`src/rtl/alu_sequencer.sv`:
```
// Instruction sequencer for the ALU/register block: buffers 8-bit ALU instructions in a
// 2-entry FIFO and expands each into a SETUP/EXEC control sequence. Optional macro:
// ALU_SEQ_CARRY_EN routes fout[0] into cin for ADC/SBC and rotate-through-carry.
module alu_sequencer (
    input  logic       clk,
    input  logic       rst,
    input  logic [7:0] ins,
    input  logic       ins_valid,
    output logic       ins_ready,
    input  logic [3:0] fout,
    output logic [3:0] outctl,
    output logic [3:0] loadctl,
    output logic [1:0] arg_l,
    output logic [2:0] arg_r,
    output logic       alt,
    output logic       calcfn,
    output logic       cin,
    output logic       busy,
    output logic       done
);

    typedef enum logic [1:0] {StIdle, StSetup, StExec} state_e;

    typedef enum logic [2:0] {
        OpMov, OpAdd, OpSub, OpLogic, OpXor, OpShift, OpCmp, OpFlg
    } op_e;

    localparam logic [3:0] CodeAddSub = 4'h2;
    localparam logic [3:0] CodeFlags  = 4'h4;
    localparam logic [3:0] CodeAndOr  = 4'h6;
    localparam logic [3:0] CodeShift  = 4'h7;
    localparam logic [3:0] CodeXorNot = 4'hA;
    localparam logic [3:0] CodeIdle   = 4'hF;
    localparam logic [3:0] LoadFlags  = 4'h7;

    // A=0, B=1, C=8, D=9
    function automatic logic [3:0] reg_code(input logic [1:0] r);
        return {r[1], 2'b00, r[0]};
    endfunction

    state_e     state_q, state_d;
    logic [7:0] mem_q [2];
    logic       wr_ptr_q, wr_ptr_d;
    logic       rd_ptr_q, rd_ptr_d;
    logic [1:0] count_q, count_d;
    logic       ready_q, ready_d;
    logic [3:0] outctl_q, outctl_d;
    logic [3:0] loadctl_q, loadctl_d;
    logic [1:0] arg_l_q, arg_l_d;
    logic [2:0] arg_r_q, arg_r_d;
    logic       alt_q, alt_d;
    logic       calcfn_q, calcfn_d;
    logic       cin_q, cin_d;
    logic       busy_q, busy_d;
    logic       done_q, done_d;

    logic       push;
    logic       pop;
    logic [7:0] head;
    op_e        op;
    logic [1:0] dst;
    logic [1:0] src;
    logic       mod;
    logic [3:0] exec_out;
    logic [3:0] exec_load;
    logic       op_alt;
    logic       op_calc;
    logic       carry_use;
    logic       setup_cin;

    assign push = ins_valid && ready_q;
    assign pop  = (state_q == StExec);

    always_comb begin
        state_d = state_q;
        unique case (state_q)
            StIdle:  if (count_q != 2'd0) state_d = StSetup;
            StSetup: state_d = StExec;
            // Only an entry already buffered behind the head chains straight into SETUP.
            StExec:  state_d = (count_q > 2'd1) ? StSetup : StIdle;
            default: state_d = StIdle;
        endcase
    end

    always_comb begin
        wr_ptr_d = wr_ptr_q ^ push;
        rd_ptr_d = rd_ptr_q ^ pop;
        count_d  = count_q + {1'b0, push} - {1'b0, pop};
        ready_d  = (count_d != 2'd2);
    end

    // Instruction for the upcoming cycle; stays put from SETUP through EXEC.
    assign head = mem_q[rd_ptr_d];
    assign op   = op_e'(head[7:5]);
    assign dst  = head[4:3];
    assign mod  = head[2];
    assign src  = head[1:0];

    always_comb begin
        exec_out  = CodeIdle;
        exec_load = CodeIdle;
        op_alt    = 1'b0;
        op_calc   = 1'b0;
        carry_use = 1'b0;
        unique case (op)
            OpMov: begin
                exec_out  = reg_code(src);
                exec_load = reg_code(dst);
            end
            OpAdd: begin
                exec_out  = CodeAddSub;
                exec_load = reg_code(dst);
                op_calc   = 1'b1;
                carry_use = mod;
            end
            OpSub: begin
                exec_out  = CodeAddSub;
                exec_load = reg_code(dst);
                op_alt    = 1'b1;
                op_calc   = 1'b1;
                carry_use = mod;
            end
            OpLogic: begin
                exec_out  = CodeAndOr;
                exec_load = reg_code(dst);
                op_alt    = mod;
                op_calc   = 1'b1;
            end
            OpXor: begin
                exec_out  = CodeXorNot;
                exec_load = reg_code(dst);
                op_alt    = mod;
                op_calc   = 1'b1;
            end
            OpShift: begin
                exec_out  = CodeShift;
                exec_load = reg_code(dst);
                op_alt    = mod;
                op_calc   = 1'b1;
                carry_use = ~mod;
            end
            OpCmp: begin
                exec_out  = CodeAddSub;
                exec_load = CodeIdle;
                op_alt    = 1'b1;
                op_calc   = 1'b1;
            end
            OpFlg: begin
                if (mod) begin
                    exec_out  = reg_code(src);
                    exec_load = LoadFlags;
                end else begin
                    exec_out  = CodeFlags;
                    exec_load = reg_code(dst);
                end
            end
            default: begin
                exec_out  = CodeIdle;
                exec_load = CodeIdle;
            end
        endcase
    end

`ifdef ALU_SEQ_CARRY_EN
    assign setup_cin = carry_use & fout[0];
`else
    logic unused_inputs;
    assign unused_inputs = carry_use ^ (^fout);
    assign setup_cin     = 1'b0;
`endif

    always_comb begin
        outctl_d  = CodeIdle;
        loadctl_d = CodeIdle;
        arg_l_d   = 2'd0;
        arg_r_d   = 3'd0;
        alt_d     = 1'b0;
        calcfn_d  = 1'b1;
        cin_d     = 1'b0;
        if (state_d != StIdle) begin
            arg_l_d = dst;
            arg_r_d = {1'b0, src};
            alt_d   = op_alt;
            // Carry is captured entering SETUP and held through EXEC.
            cin_d   = (state_d == StSetup) ? setup_cin : cin_q;
        end
        if (state_d == StExec) begin
            outctl_d  = exec_out;
            loadctl_d = exec_load;
            calcfn_d  = ~op_calc;
        end
        busy_d = (state_d != StIdle) || (count_d != 2'd0);
        done_d = (state_d == StExec);
    end

    always_ff @(posedge clk) begin
        if (rst) begin
            state_q   <= StIdle;
            wr_ptr_q  <= 1'b0;
            rd_ptr_q  <= 1'b0;
            count_q   <= 2'd0;
            ready_q   <= 1'b1;
            outctl_q  <= CodeIdle;
            loadctl_q <= CodeIdle;
            arg_l_q   <= 2'd0;
            arg_r_q   <= 3'd0;
            alt_q     <= 1'b0;
            calcfn_q  <= 1'b1;
            cin_q     <= 1'b0;
            busy_q    <= 1'b0;
            done_q    <= 1'b0;
        end else begin
            state_q   <= state_d;
            wr_ptr_q  <= wr_ptr_d;
            rd_ptr_q  <= rd_ptr_d;
            count_q   <= count_d;
            ready_q   <= ready_d;
            outctl_q  <= outctl_d;
            loadctl_q <= loadctl_d;
            arg_l_q   <= arg_l_d;
            arg_r_q   <= arg_r_d;
            alt_q     <= alt_d;
            calcfn_q  <= calcfn_d;
            cin_q     <= cin_d;
            busy_q    <= busy_d;
            done_q    <= done_d;
        end
    end

    always_ff @(posedge clk) begin
        if (push) begin
            mem_q[wr_ptr_q] <= ins;
        end
    end

    assign ins_ready = ready_q;
    assign outctl    = outctl_q;
    assign loadctl   = loadctl_q;
    assign arg_l     = arg_l_q;
    assign arg_r     = arg_r_q;
    assign alt       = alt_q;
    assign calcfn    = calcfn_q;
    assign cin       = cin_q;
    assign busy      = busy_q;
    assign done      = done_q;

endmodule
```
`config.mk`:
```
export PLATFORM = sky130hd
export DESIGN_NAME = alu_sequencer
export DESIGN_NICKNAME = d
export VERILOG_FILES = /design/src/rtl/alu_sequencer.sv
export SDC_FILE = /design/constraint.sdc
export NUM_CORES = 1
export LEC_CHECK = 0
export ABC_AREA = 1
export CAP_MARGIN = 10
export CORE_UTILIZATION = 34
export DETAILED_ROUTE_END_ITERATION = 6
export GPL_ROUTABILITY_DRIVEN = 1
export PLACE_DENSITY = 0.63
export SLEW_MARGIN = 0
export SYNTH_ARGS = -nofsm -noshare
export SYNTH_HDL_FRONTEND = slang
export SYNTH_SLANG_ARGS = --single-unit
```
`constraint.sdc`:
```
create_clock -name clk -period 4 [get_ports clk]
set_clock_uncertainty 0.15 [all_clocks]
set_input_delay 0.8 -clock clk [delete_from_list [all_inputs] [get_ports clk]]
set_output_delay 0.8 -clock clk [all_outputs]
set_load 0.02 [all_outputs]
```
==> summary.txt, run 1 <==
Status -> finished, final reports clean
Die height -> 67.8 µm
Peak supply drop -> 297 µV
CP Max Fanout -> 6
Detail Route Antenna Nets -> 0
Post-Layout Cell Count -> 220
Setup crit end kind -> output port
Synth Area per Inst -> 10.6 µm²
Setup_tns -> 0 ns
Worst R2R Setup Slack -> 2.16 ns
Max_cap viols -> 0
Final Max Slew Viols -> 0
Initial antenna violation count -> 0
Finished Core Util -> 45.9%
Dpl cells -> 212
RSZ-0062 raised after global routing -> false
Number of fill cells in the layout -> 390
Cts hold-fix bufs -> 0
Gpl congestion -> 0.861
Worst r2r path cells -> 9
Library cells used by synthesis -> 27
Via density -> 4.49
Ant. Diodes -> 0
Via count -> 987
Nets -> 188
Reg2Reg Capture Point -> busy
Hold path depth -> 2
Critical Path RT -> 3.05 ns
Port bufs -> 27
Static leakage -> 0.784 nW
FP Rows -> 23
Max clock buf depth -> 2
Yosys reg bits -> 37
Hold Path Class -> flop to flop
Core region area -> 0.00409 mm²
Synthesized area -> 0.00147 mm²
Clock sink total -> 37
CP Cell Sequence -> clkdlybuf4s50_1
Vias in the first global route -> 1007
Highest-count cells in the layout ignoring fill and taps -> clkdlybuf4s50_1, dfxtp_1, inv_1
Area contributors post-synth -> edfxtp_1, dfxtp_1, inv_1
Kind of cell adding the most delay to the critical path -> buffers and inverters
Clk pin slew, worst setup/hold paths -> 0.07 ns
Ys Warns -> 0
Arr. time, crit path -> 1.44 ns
CTS tree -> done
Tot GR Track Use -> 12.6%
Slew HR -> 61.9%
Die width -> 67.8 µm
Hold EP -> loadctl[0]
CP peak stage delay -> 0.67 ns
1st-iter DRT viols -> 12
Pwr Density -> 693 mW/mm²
Post-DR wirelength/cell -> 11.0 µm
Die Footprint -> 0.00459 mm²
Min-Delay Startpoint -> mem_q[0][3]
Highest clock rate -> 419 MHz
Clk root buf -> clkbuf_8
Post-CTS setup buffers -> 0
Worst hold slack -> 0.368 ns
Leading area contributor after synthesis -> edfxtp_1
Drt drc -> 0
RR Startpoint -> done
DP HPWL -> 1.90 mm
Area of the multi-input gates -> 455 µm²
Most common cell after layout, fill and taps aside -> clkdlybuf4s50_1
GR Overflow Total -> 0
Seq/Total Area, Yosys -> 61.3%
Initial Util -> 36.0%
I/O pin cnt -> 34
Num CTS Buffers -> 5
Post-CTS Resized -> 0
Share of the synthesized area in the top cell type -> 32.7%
CP max stage cell -> clkdlybuf4s50_1
WL final -> 2.41 mm
Global-route wire length before repair -> 4.06 mm
H-tree level count -> 2
Reg area -> 901 µm²
Buffers and inverters on the worst path -> 1
Syn Inst Count -> 139
Area growth, synth to finish -> 27.6%
Worst slew pin tran -> 0.569 ns
Critical path class -> flop to output port
CP startpoint kind -> flop
Layout cells sized above 1 -> 13.5%
Post-route minimum period -> 2.39 ns
Final setup violating endpoints -> 0
Final clock period utilization by the worst path -> 59.7%
Clock Latency Late Sink -> 0.29 ns
Fin. Hold Viols -> 0
Pin count of the biggest net entering global routing -> 13
Drt pass-1 iters -> 4
-- worst max path at each step --
stage / from / endpoint / slack [ns] / cells past startpoint
6_report: done / done / 1.61 / 1
2_1_floorplan: ins_valid / busy / 1.99 / 8
4_1_cts: done / done / 1.59 / 1
3_5_place_dp: ins_valid / busy / 1.42 / 9
3_3_place_gp: ins_valid / busy / 1.45 / 9
5_1_grt: rst / loadctl[0] / 1.54 / 5
-- where the power goes --
part	switching (mW)	internal (mW)	total (mW)
registers	0.0337	0.487	0.520
logic	0.286	0.183	0.470
clock network	0.124	0.185	0.309
total	0.444	0.855	1.30
-- area by class of cell --
class / count / share of cell area (%)
multi-input cells: 77 / 24.3
clock buffers: 6 / 3.87
flip-flops and latches: 37 / 48.0
well taps: 50 / 3.34
repair buffers: 27 / 14.4
clock inverters: 2 / 1.87
inverters: 21 / 4.20
-- Yosys cell counts --
library cell	instances
o21ai_4	1
nand2_1	19
buf_6	1
nor2_4	1
a21oi_1	1
nand3_2	2
nand3b_1	1
o21ai_2	2
conb_1	1
o21ai_0	5
ha_1	4
nor3_1	1
edfxtp_1	16
clkbuf_2	1
nand2_2	5
nor3_2	1
mux2i_1	1
inv_2	1
nand2_4	3
nor2_1	13
o21ai_1	2
xnor2_1	2
nand3_1	10
inv_1	20
dfxtp_1	21
buf_4	3
a21boi_1	1
-- state kept, by name (all words and copies together) (netlist names) --
register / flops
arg_r: 2
wr_ptr_q: 1
count_q: 2
calcfn: 1
done: 1
mem_q: 16
outctl: 4
arg_l: 2
loadctl: 3
rd_ptr_q: 1
ins_ready: 1
state_q: 1
busy: 1
alt: 1
-- metal layers --
layer / vias up / GRT usage, % / share of wire, %
met5: - / 0 / 0
met4: 0 / 8.78 / 3.0
met3: 8 / 3.55 / 4.6
met2: 25 / 22.0 / 50
met1: 457 / 12.7 / 42
li1: 497 / - / -
-- cells by family (layout without fill, tap and decap cells) --
logic type	after synthesis	after routing	synth area share, %
DFF	37	37	61.3
other	1	2	0.255
and+or+nand+nor	56	56	19.7
buffers and inverters	26	56	8.00
adders and majority gates	4	4	3.40
muxes	1	1	0.681
xor gates and xnor gates	2	2	1.19
AOI/OAI and AO/OA	12	12	5.53
-- stage by stage --
step / power (mW) / worst slack (ns) / area, µm²
floorplan: 0.854 / 1.99 / 1470
global placement: 0.980 / 1.45 / 1770
detailed placement: 1.00 / 1.42 / 1770
CTS: 1.31 / 1.59 / 1880
global route: 1.39 / 1.54 / 1880
finish: 1.30 / 1.61 / 1880
(Power assumes the default switching activity.)
==> run 2, diff against run 1 <==
- PLACE_DENSITY: 0.63 -> 0.65
- clock period: 4 -> 1.95 ns (I/O delays scaled with it)
==> run 2 against run 1 <==
Register-to-register slack got worse by 2.0 ns. Flip-flop and latch count is the same. Combinational power up 120%. First-iteration DRC count is 33% higher. Highest routed layer unchanged. Sequential power grew 100%. Hold slack got worse by 0.0028 ns. Non-clock buffer count is 7 higher. Total power rose by 110%. Critical path type is now primary input to flop. Sequential share of layout area shrank 1.7 points. Count of clock-buffer cells in the layout increased by 1. Via count is 0.20% higher. Clock power rose by 88%.
==> summary.txt, run 2 (synthesized netlist as in run 1, its figures left out) <==
Via density -> 4.36
Net Sw Frac -> 34.2%
Placed Area -> 0.00185 mm²
Worst hold slack -> 0.365 ns
Post-CTS Resized -> 1
Layout cells sized above 1 -> 17.5%
RSZ-0062 raised after global routing -> false
Static leakage -> 0.829 nW
Final clock period utilization by the worst path -> 94.2%
Final instance area -> 0.00195 mm²
Clock share of power -> 21.6%
Buffers and inverters on the worst path -> 3
Reg power frac -> 39.5%
CP max stage cell -> clkdlybuf4s50_1
Die width -> 67.8 µm
Initial antenna violation count -> 0
Clock sink total -> 37
Max FFs per register -> 16
Combinational share of power -> 38.9%
Pin count of the biggest net entering global routing -> 13
Most common cell after layout, fill and taps aside -> clkdlybuf4s50_1
Cts hold-fix bufs -> 0
Critical path class -> primary input to flop
Vias in the first global route -> 974
Hold Path Class -> flop to flop
Switching Power -> 0.919 mW
Die Footprint -> 0.00459 mm²
Finished Core Util -> 47.7%
Detail Route Antenna Nets -> 0
RR Startpoint -> state_q[0]
Number of fill cells in the layout -> 374
Pwr Density -> 1380 mW/mm²
PnR Total Power -> 2.69 mW
Status -> finished, final reports clean
Min-Delay Startpoint -> mem_q[1][3]
1st-iter DRT viols -> 16
Clk pin slew, worst setup/hold paths -> 0.07 ns
Reg2Reg Capture Point -> busy
Worst R2R Setup Slack -> 0.18 ns
DP HPWL -> 1.80 mm
Nets -> 195
Critical Path RT -> 1.97 ns
CP Cell Sequence -> clkdlybuf4s50_1 -> nand2_1 -> ha_1 -> inv_1 -> ha_1 -> inv_1 -> nor2_1 -> nor3_1 -> o21ai_1
Pint -> 1.77 mW
Area of the multi-input gates -> 455 µm²
Core region area -> 0.00409 mm²
Ant. Diodes -> 0
Hold path depth -> 2
Max_cap viols -> 0
Post-Layout Cell Count -> 227
Reg area -> 902 µm²
CP startpoint -> ins_valid
Global-route wire length before repair -> 4.15 mm
Drt drc -> 0
GR Overflow Total -> 0
CP startpoint kind -> primary input
Final setup violating endpoints -> 0
Post-DR wirelength/cell -> 10.5 µm
Initial Util -> 36.0%
Post-route minimum period -> 1.84 ns
Arr. time, crit path -> 1.86 ns
H-tree level count -> 2
CP Max Fanout -> 2
I/O pin cnt -> 34
Peak supply drop -> 589 µV
Worst r2r path cells -> 10
FP Rows -> 23
Final Max Slew Viols -> 0
Num CTS Buffers -> 5
Hold EP -> loadctl[0]
Fin. Hold Viols -> 0
Highest-count cells in the layout ignoring fill and taps -> clkdlybuf4s50_1, inv_1, dfxtp_1
Drt pass-1 iters -> 7
Kind of cell adding the most delay to the critical path -> buffers and inverters
Die height -> 67.8 µm
CP peak stage delay -> 0.46 ns
WL final -> 2.38 mm
Clk root buf -> clkbuf_8
CTS tree -> done
Clock Latency Late Sink -> 0.29 ns
Gpl congestion -> 0.883
Via count -> 989
Dpl cells -> 219
Post-CTS setup buffers -> 0
Highest clock rate -> 544 MHz
Port bufs -> 27
Setup crit end kind -> flop
Area growth, synth to finish -> 32.5%
Max clock buf depth -> 2
Tot GR Track Use -> 12.6%
Most flops, register -> mem_q
==> run 2: cell types whose count changed in the layout (fill, tap and decap cells not counted) <==
| cell | previous run | this run |
|---|---|---|
| clkbuf_16 | 0 | 1 |
| bufinv_16 | 1 | 0 |
| o21ai_1 | 2 | 3 |
| dfxtp_2 | 0 | 1 |
| buf_4 | 0 | 5 |
| o21ai_0 | 5 | 4 |
| clkdlybuf4s50_1 | 27 | 26 |
| dlygate4sd2_1 | 0 | 1 |
| buf_12 | 0 | 2 |
| dfxtp_1 | 21 | 20 |
==> run 2: worst min-delay path, stage by stage, from the launching register on <==
cell,delay (ns)
edfxtp_1,0.32
mux2i_1,0.08
nand3_1,0.08
==> run 2: layer usage <==
metal / up-vias / track usage, % / routed length, µm
met5: - / 0 / 0
met2: 39 / 21.0 / 1150
li1: 512 / - / -
met4: 0 / 3.99 / 18
met3: 2 / 5.07 / 147
met1: 436 / 14.6 / 1060
==> run 2: worst max-delay path by stage <==
stage	cells after the start	slack [ns]	endpoint
finish	9	0.11	busy
global placement	9	-0.15	busy
CTS	9	0.09	busy
detailed placement	9	-0.22	busy
global route	9	0.01	busy
floorplan	9	0.15	busy
==> run 2: layout make-up <==
cell class | count | share of cell area (%)
Inverter | 21 | 4.05
Timing Repair Buffer | 34 | 17.8
Multi-Input combinational cell | 77 | 23.4
Clock inverter | 1 | 0.257
Clock buffer | 7 | 5.01
Sequential cell | 37 | 46.3
Tap cell | 50 | 3.21
==> run 2: power by group through the flow <==
stage	clock network (mW)	registers (mW)	logic, mW
floorplan	0	1.19	0.566
global placement	0	1.08	1.01
detailed placement	0	1.08	1.05
CTS	0.598	1.07	1.05
global route	0.639	1.08	1.16
finish	0.581	1.06	1.05
==> run 2: through the flow <==
stage	TNS [ns]	worst slack, ns
after floorplan	0	0.149
after global placement	-0.221	-0.147
after detailed placement	-0.352	-0.216
after CTS	0	0.0855
after global routing	0	0.0118
final	0	0.113
